--- src/rtl/first8_lane_scheduler.sv ---
// Round-robin dispatcher of frames onto NLANES fixed-latency encoder lanes; results merged onto one tagged stream.
// Grant pulse 1 cycle after frame_valid, result LAT cycles later; frames arriving with every lane busy are dropped and counted.
module first8_lane_scheduler #(
    parameter int NLANES = 2,
    parameter int LAT    = 8,
    parameter int TAGW   = 12,
    parameter int OVFW   = 16,
    localparam int SELW  = (NLANES > 1) ? $clog2(NLANES) : 1
) (
    input  logic              clock4x,
    input  logic              global_reset_n,
    input  logic              sched_en,
    input  logic              frame_valid,
    input  logic [TAGW-1:0]   frame_tag,
    output logic [NLANES-1:0] lane_go,
    output logic              out_valid,
    output logic [SELW-1:0]   out_sel,
    output logic [TAGW-1:0]   out_tag,
    output logic [NLANES-1:0] lanes_busy,
    output logic              overflow,
    output logic [OVFW-1:0]   overflow_cnt
);

    logic [3:0]      cnt   [NLANES];
    logic [TAGW-1:0] tag_q [NLANES];
    logic [SELW-1:0] rr;

    logic            found;
    logic [SELW-1:0] pick;
    logic            done_any;
    logic [SELW-1:0] done_sel;
    logic            grant;
    logic            drop;

    // First free lane at or after rr, wrapping around.
    always_comb begin
        int idx;
        found = 1'b0;
        pick  = '0;
        idx   = 0;
        for (int k = 0; k < NLANES; k++) begin
            idx = int'(rr) + k;
            if (idx >= NLANES) begin
                idx = idx - NLANES;
            end
            if (!found && !lanes_busy[idx]) begin
                found = 1'b1;
                pick  = SELW'(idx);
            end
        end
    end

    // A lane whose counter reaches 1 finishes this cycle; one grant per cycle keeps these exclusive.
    always_comb begin
        done_any = 1'b0;
        done_sel = '0;
        for (int i = 0; i < NLANES; i++) begin
            if (cnt[i] == 4'd1) begin
                done_any = 1'b1;
                done_sel = SELW'(i);
            end
        end
    end

    assign grant = frame_valid && sched_en && found;
    assign drop  = frame_valid && sched_en && !found;

    always_ff @(posedge clock4x) begin
        if (!global_reset_n) begin
            lane_go      <= '0;
            out_valid    <= 1'b0;
            out_sel      <= '0;
            out_tag      <= '0;
            lanes_busy   <= '0;
            overflow     <= 1'b0;
            overflow_cnt <= '0;
            rr           <= '0;
            for (int i = 0; i < NLANES; i++) begin
                cnt[i]   <= 4'd0;
                tag_q[i] <= '0;
            end
        end else begin
            lane_go   <= '0;
            out_valid <= done_any;
            overflow  <= drop;

            if (done_any) begin
                out_sel <= done_sel;
                out_tag <= tag_q[done_sel];
            end

            for (int i = 0; i < NLANES; i++) begin
                if (grant && pick == SELW'(i)) begin
                    cnt[i]        <= 4'(LAT);
                    lanes_busy[i] <= 1'b1;
                    tag_q[i]      <= frame_tag;
                end else if (cnt[i] != 4'd0) begin
                    cnt[i] <= cnt[i] - 4'd1;
                    if (cnt[i] == 4'd1) begin
                        lanes_busy[i] <= 1'b0;
                    end
                end
            end

            if (grant) begin
                lane_go[pick] <= 1'b1;
                rr <= (pick == SELW'(NLANES - 1)) ? '0 : pick + SELW'(1);
            end

            if (drop && overflow_cnt != {OVFW{1'b1}}) begin
                overflow_cnt <= overflow_cnt + OVFW'(1);
            end
        end
    end

endmodule

--- config.mk ---
export PLATFORM = sky130hd
export DESIGN_NAME = first8_lane_scheduler
export DESIGN_NICKNAME = d
export VERILOG_FILES = /design/src/rtl/first8_lane_scheduler.sv
export SDC_FILE = /design/constraint.sdc
export NUM_CORES = 1
export LEC_CHECK = 0
export ABC_AREA = 1
export BUFFER_PORTS_ARGS = -buffer_cell sky130_fd_sc_hd__buf_2
export CAP_MARGIN = 20
export CORE_ASPECT_RATIO = 0.9
export CORE_UTILIZATION = 25
export CTS_CLUSTER_DIAMETER = 30
export DETAILED_ROUTE_END_ITERATION = 6
export SLEW_MARGIN = 20
export SYNTH_ARGS = -nofsm -noshare
export SYNTH_HDL_FRONTEND = slang
export SYNTH_SLANG_ARGS = --single-unit
--- constraint.sdc ---
create_clock -name clock4x -period 2.75 [get_ports clock4x]
set_clock_uncertainty 0.2 [all_clocks]
set_input_delay 0.825 -clock clock4x [delete_from_list [all_inputs] [get_ports clock4x]]
set_output_delay 0.825 -clock clock4x [all_outputs]
set_load 0.005 [all_outputs]
Word-level counts from Yosys, hierarchy flattened

Memory sizes are Yosys's and may differ from the RTL's. A register that Yosys moved wholly into a read port is not among the register bits.
Cells that the tools add are included.
Widths: inputs -> output; s select.

Add/subtract/negate cells: 7
Order comparisons: 6
Equality and inequality tests: 3
Multiplexer cells: 45
Bitwise operators: 7
Reductions and logical operators: 20

Operator list:

| cell                  | count |
|---|---|
| $lt 32x3->1 const B   | 2 |
| $mux 32               | 2 |
| $mux 1                | 36 |
| $mux 12               | 2 |
| $add 16x1->16 const B | 1 |
| $mux 4                | 4 |
| $ne 16x16->1 const B  | 1 |
| $eq 4x1->1 const B    | 2 |
| $logic_and 1x1->1     | 8 |
| $reduce_bool 2->1     | 4 |
| $reduce_bool 4->1     | 2 |
| $sub 4x1->4 const B   | 2 |
| $or 1x1->1            | 6 |
| $reduce_and 2->1      | 3 |
| $logic_not 1->1       | 3 |
| $sub 1x2->3 const B   | 1 |
| $sub 2x2->3 const B   | 1 |
| $add 1x1->2 const B   | 1 |
| $ge 1x2->1 const B    | 1 |
| $ge 2x2->1 const B    | 1 |
| $lt 1x2->1 const B    | 1 |
| $add 1x1->1 const B   | 1 |
| $demux 1 s1           | 1 |
| $ge 1x1->1 const B    | 1 |
| $not 1->1             | 1 |

Bits in registers: 24
Bits in writable memories: 32
Input port bits: 16
Output and inout port bits: 35
Logic and storage cells: 98
Memories kept: 2

Memory list:

| name  | depth | bits a word | rd ports | clocked after Yosys merged registers in | write ports | RTL line | source |
|---|---|---|---|---|---|---|---|
| tag_q | 2     | 12          | 1        | 1                                       | 2           | 25       | `logic [TAGW-1:0] tag_q [NLANES];` |
| cnt   | 2     | 4           | 2        | 0                                       | 2           | 24       | `logic [3:0] cnt [NLANES];` |

Logic depth before layout (Yosys ltp)

Depth after elaboration: 16
Gate-level depth with buffers: 10
Gate-level depth less buffers: 10

Worst setup path before layout

OpenSTA, ideal clock, no wires.

Path type: input -> register
From: in frame_valid
To: mem cnt[1][0], enable pin
Arrival time: 1853 ps
Slack: 430 ps
Stages on the path: 6
Buffers on the path: 0
Cells stage by stage: nand2_1 -> or2_1 -> nand2_1 -> inv_1 -> nand2_1 -> nand2_1

RTL lines:

| item               | RTL line | source |
|---|---|---|
| start: declaration | 13       | `input logic frame_valid,` |
| end: declaration   | 24       |  |

==> metrics <==
vias in the first global route 2,430; H-tree Lvls 3; hold path depth 2; Worst EP required about 2500 ps; asr flop ratio synth 0%; Syn Std Cell Area just over 3000 um^2; CP max FO 12; Port-buffer cells 50; Peak Freq 495 MHz; Worst-Skew Late Latency approximately 330 ps; CTS resizes 0; Setup Fix Bufs, Post-CTS 0; synth warn 0; GR Overflow Total 0; type of origin of the critical path input port; diode count 0; Synth Register Bits 68; Clk pwr share 41.6%; Least-Margin Pin Slew 650 ps; Rel. slew slack 56.6%; number of flops mapped to enable cells by yosys 32; die area 12,900 um^2; IO Count 51; syn avg cell area 8.59 um^2; peak supply drop ~0.00044 V; FF-to-FF Start overflow_cnt[0]; delay-heaviest family, CP simple AND/OR/NAND/NOR gates; Worst Path Buf+Inv 1; Final setup viols 0; first-pass GRT wire length 11,600 um; Most common cell on crit path nand2_1; combinational fraction of design power 16.2%; sw power between 0.0008 and 0.0009 W; Flop pwr share roughly 42%; Sw Share between 20% and 30%; Lkg Pwr 1.58 nW; CTS Hold Bufs 0; nets 436; vias 2,493; Multi-input gate area 1200 um^2; die height around 110 um; DRC 0; crit path DAT 1790 ps; Setup Crit Path Kind in2reg; HPWL Detailed 4800 um; initial antenna violation count 0; dpl cell area 3500 um^2; Worst-path clk slew 60 ps; Worst R2R Path Depth 9; CTS tree done; commonest cells after routing, fill and taps aside 72 x nand2_1, 65 x nor2_1, 50 x buf_2, 36 x dfxtp_1, 35 x inv_1; Cells after Synth roughly 360; RSZ-0062 raised after global routing no; HP Start out_tag[1]; clock sink count 68; ys flop type dfxtp_1; Fill cells between 1,000 and 1,500; drt initial violations 120; syn_nets 383; Power, Total 0.00299 W; WL met3 286 um; reg-to-reg slack, setup 780 ps; clock root cell clkbuf_16; largest net degree at the start of global routing 26; power per cell area 783 nW/um^2; hold-critical path endpoint out_tag[1]; worst-path cell chain buf_2, nand2_1, nor2_1, nand2_1, nand2_1; Internal 0.00218 W; Max Cap Viol 0; library cells used by synthesis 34; Initial Utilization approximately 26%; CTS Buf Count 9; fin crit period 2020 ps; M1 WL 3180 um; layout cells sized above 1 20.5%; highest metal used met4; setup tns final 0 ps; Finished Cell Area 3820 um^2; Core Area 12,100 um^2; Site Rows 38; outcome complete, no violations; slowest CP cell nand2_1; vias per cell 4.31; max-slew violation count 0; GPL Wtd Cong 0.803; FF+latch area 1680 um^2; antenna viol nets, final 0; Die Wd 119 um; total wire length 6770 um; commonest non-fill, non-tap cell in the layout nand2_1; hold violation count in the final report 0; Met2 Wirelength 3200 um; FF-to-FF End overflow_cnt[0]; Total Routing Usage GR 11.7%; TritonRoute pass-1 iters 4; Area Growth Syn to Fin 23.2%; maximum root-to-sink buffer count 2; Wirelength per Cell 11.7 um; Tcrit/Tclk final ~73%; register area share after synthesis 54.2%; CP endpoint kind flip-flop; slowest stage delay, CP 430 ps; Hold Path Class reg2reg
[power by group through the flow]
| stage | Combinational [W] | Clock, W | Sequential, W |
|---|---|---|---|
| after floorplan | 0.000361 | 0 | 0.00128 |
| after global placement | 0.000481 | 0 | 0.00128 |
| after detailed placement | 0.000490 | 0 | 0.00128 |
| after CTS | 0.000495 | 0.00129 | 0.00126 |
| after global routing | 0.000569 | 0.00132 | 0.00128 |
| final | 0.000484 | 0.00125 | 0.00126 |
[cells by family after synthesis]
group	count (synthesis)	synth area share [%]
compound gates	52	9.00
xor+xnor	9	2.54
fa+ha+maj	6	2.42
buf+inv	48	7.10
flops	68	54.2
simple gates	178	24.7
[routing by layer]
layer	up-vias	GRT usage [%]
met4	0	4.55
met3	7	4.18
met5	-	0
li1	1275	-
met1	1167	14.2
met2	44	18.9
[flip-flops by register name, summed over array words and instances, names as in the netlist, 2 cells and up]
name          count
lane_go           2
cnt               8
out_tag          12
lanes_busy        2
overflow_cnt     16
tag_q            24
[final cells by class]
class | count | area share (%)
clock inverter | 7 | 2.59
clock buffer | 9 | 5.89
sequential | 68 | 44.0
inverter | 36 | 3.54
multi-input combinational | 245 | 31.4
tap | 160 | 5.24
timing repair buffer | 54 | 7.33
[metrics by stage]
step	std cells	hold slack (ps)	worst slack, ps	util (%)
after detailed placement	563	257	344	29.0
after CTS	579	267	705	31.6
final	579	263	730	31.6
after floorplan	361	251	430	-
after global placement	563	251	414	29.0
after global routing	579	294	589	31.6
[worst reg2reg max path, delay by kind of cell, from the launching register on]
| kind | cells | cell delay, ps |
|---|---|---|
| AO/OA/AOI/OAI | 1 | 140 |
| flip-flops | 1 | 440 |
| adder cells (fa/ha/maj) | 1 | 280 |
| AND/OR/NAND/NOR | 5 | 620 |
| buffers and inverters | 2 | 220 |
[synthesized netlist by cell type, types with 2 or more instances]
cell,count,share of area (%)
edfxtp_1,32,31
nand3_2,2,0.65
dfxtp_1,36,23
a21oi_1,28,4.5
ha_1,6,2.4
nand3_1,19,3.1
nor3_1,3,0.48
inv_1,35,4.2
o21ai_1,3,0.48
xnor2_1,6,1.7
nand4_1,4,0.81
nand2_1,72,8.7
nor2_2,5,1.0
xor2_1,3,0.85
nor2_1,65,7.9
buf_2,2,0.32
nand2_2,2,0.40
o21ai_0,16,2.6
nand2_4,2,0.73
clkbuf_1,4,0.48
buf_6,3,1.1
[worst max-delay path by stage]
stage	startpoint	to	slack [ps]	depth (start not counted)
6_report	frame_valid	tag_q[0][5]	730	5
5_1_grt	overflow_cnt[0]	overflow_cnt[0]	590	9
4_1_cts	frame_valid	tag_q[0][5]	700	5
3_5_place_dp	frame_valid	tag_q[0][9]	340	5
3_3_place_gp	frame_valid	tag_q[0][9]	410	5
2_1_floorplan	frame_valid	cnt[1][0]	430	6
(Power assumes the default switching activity.)
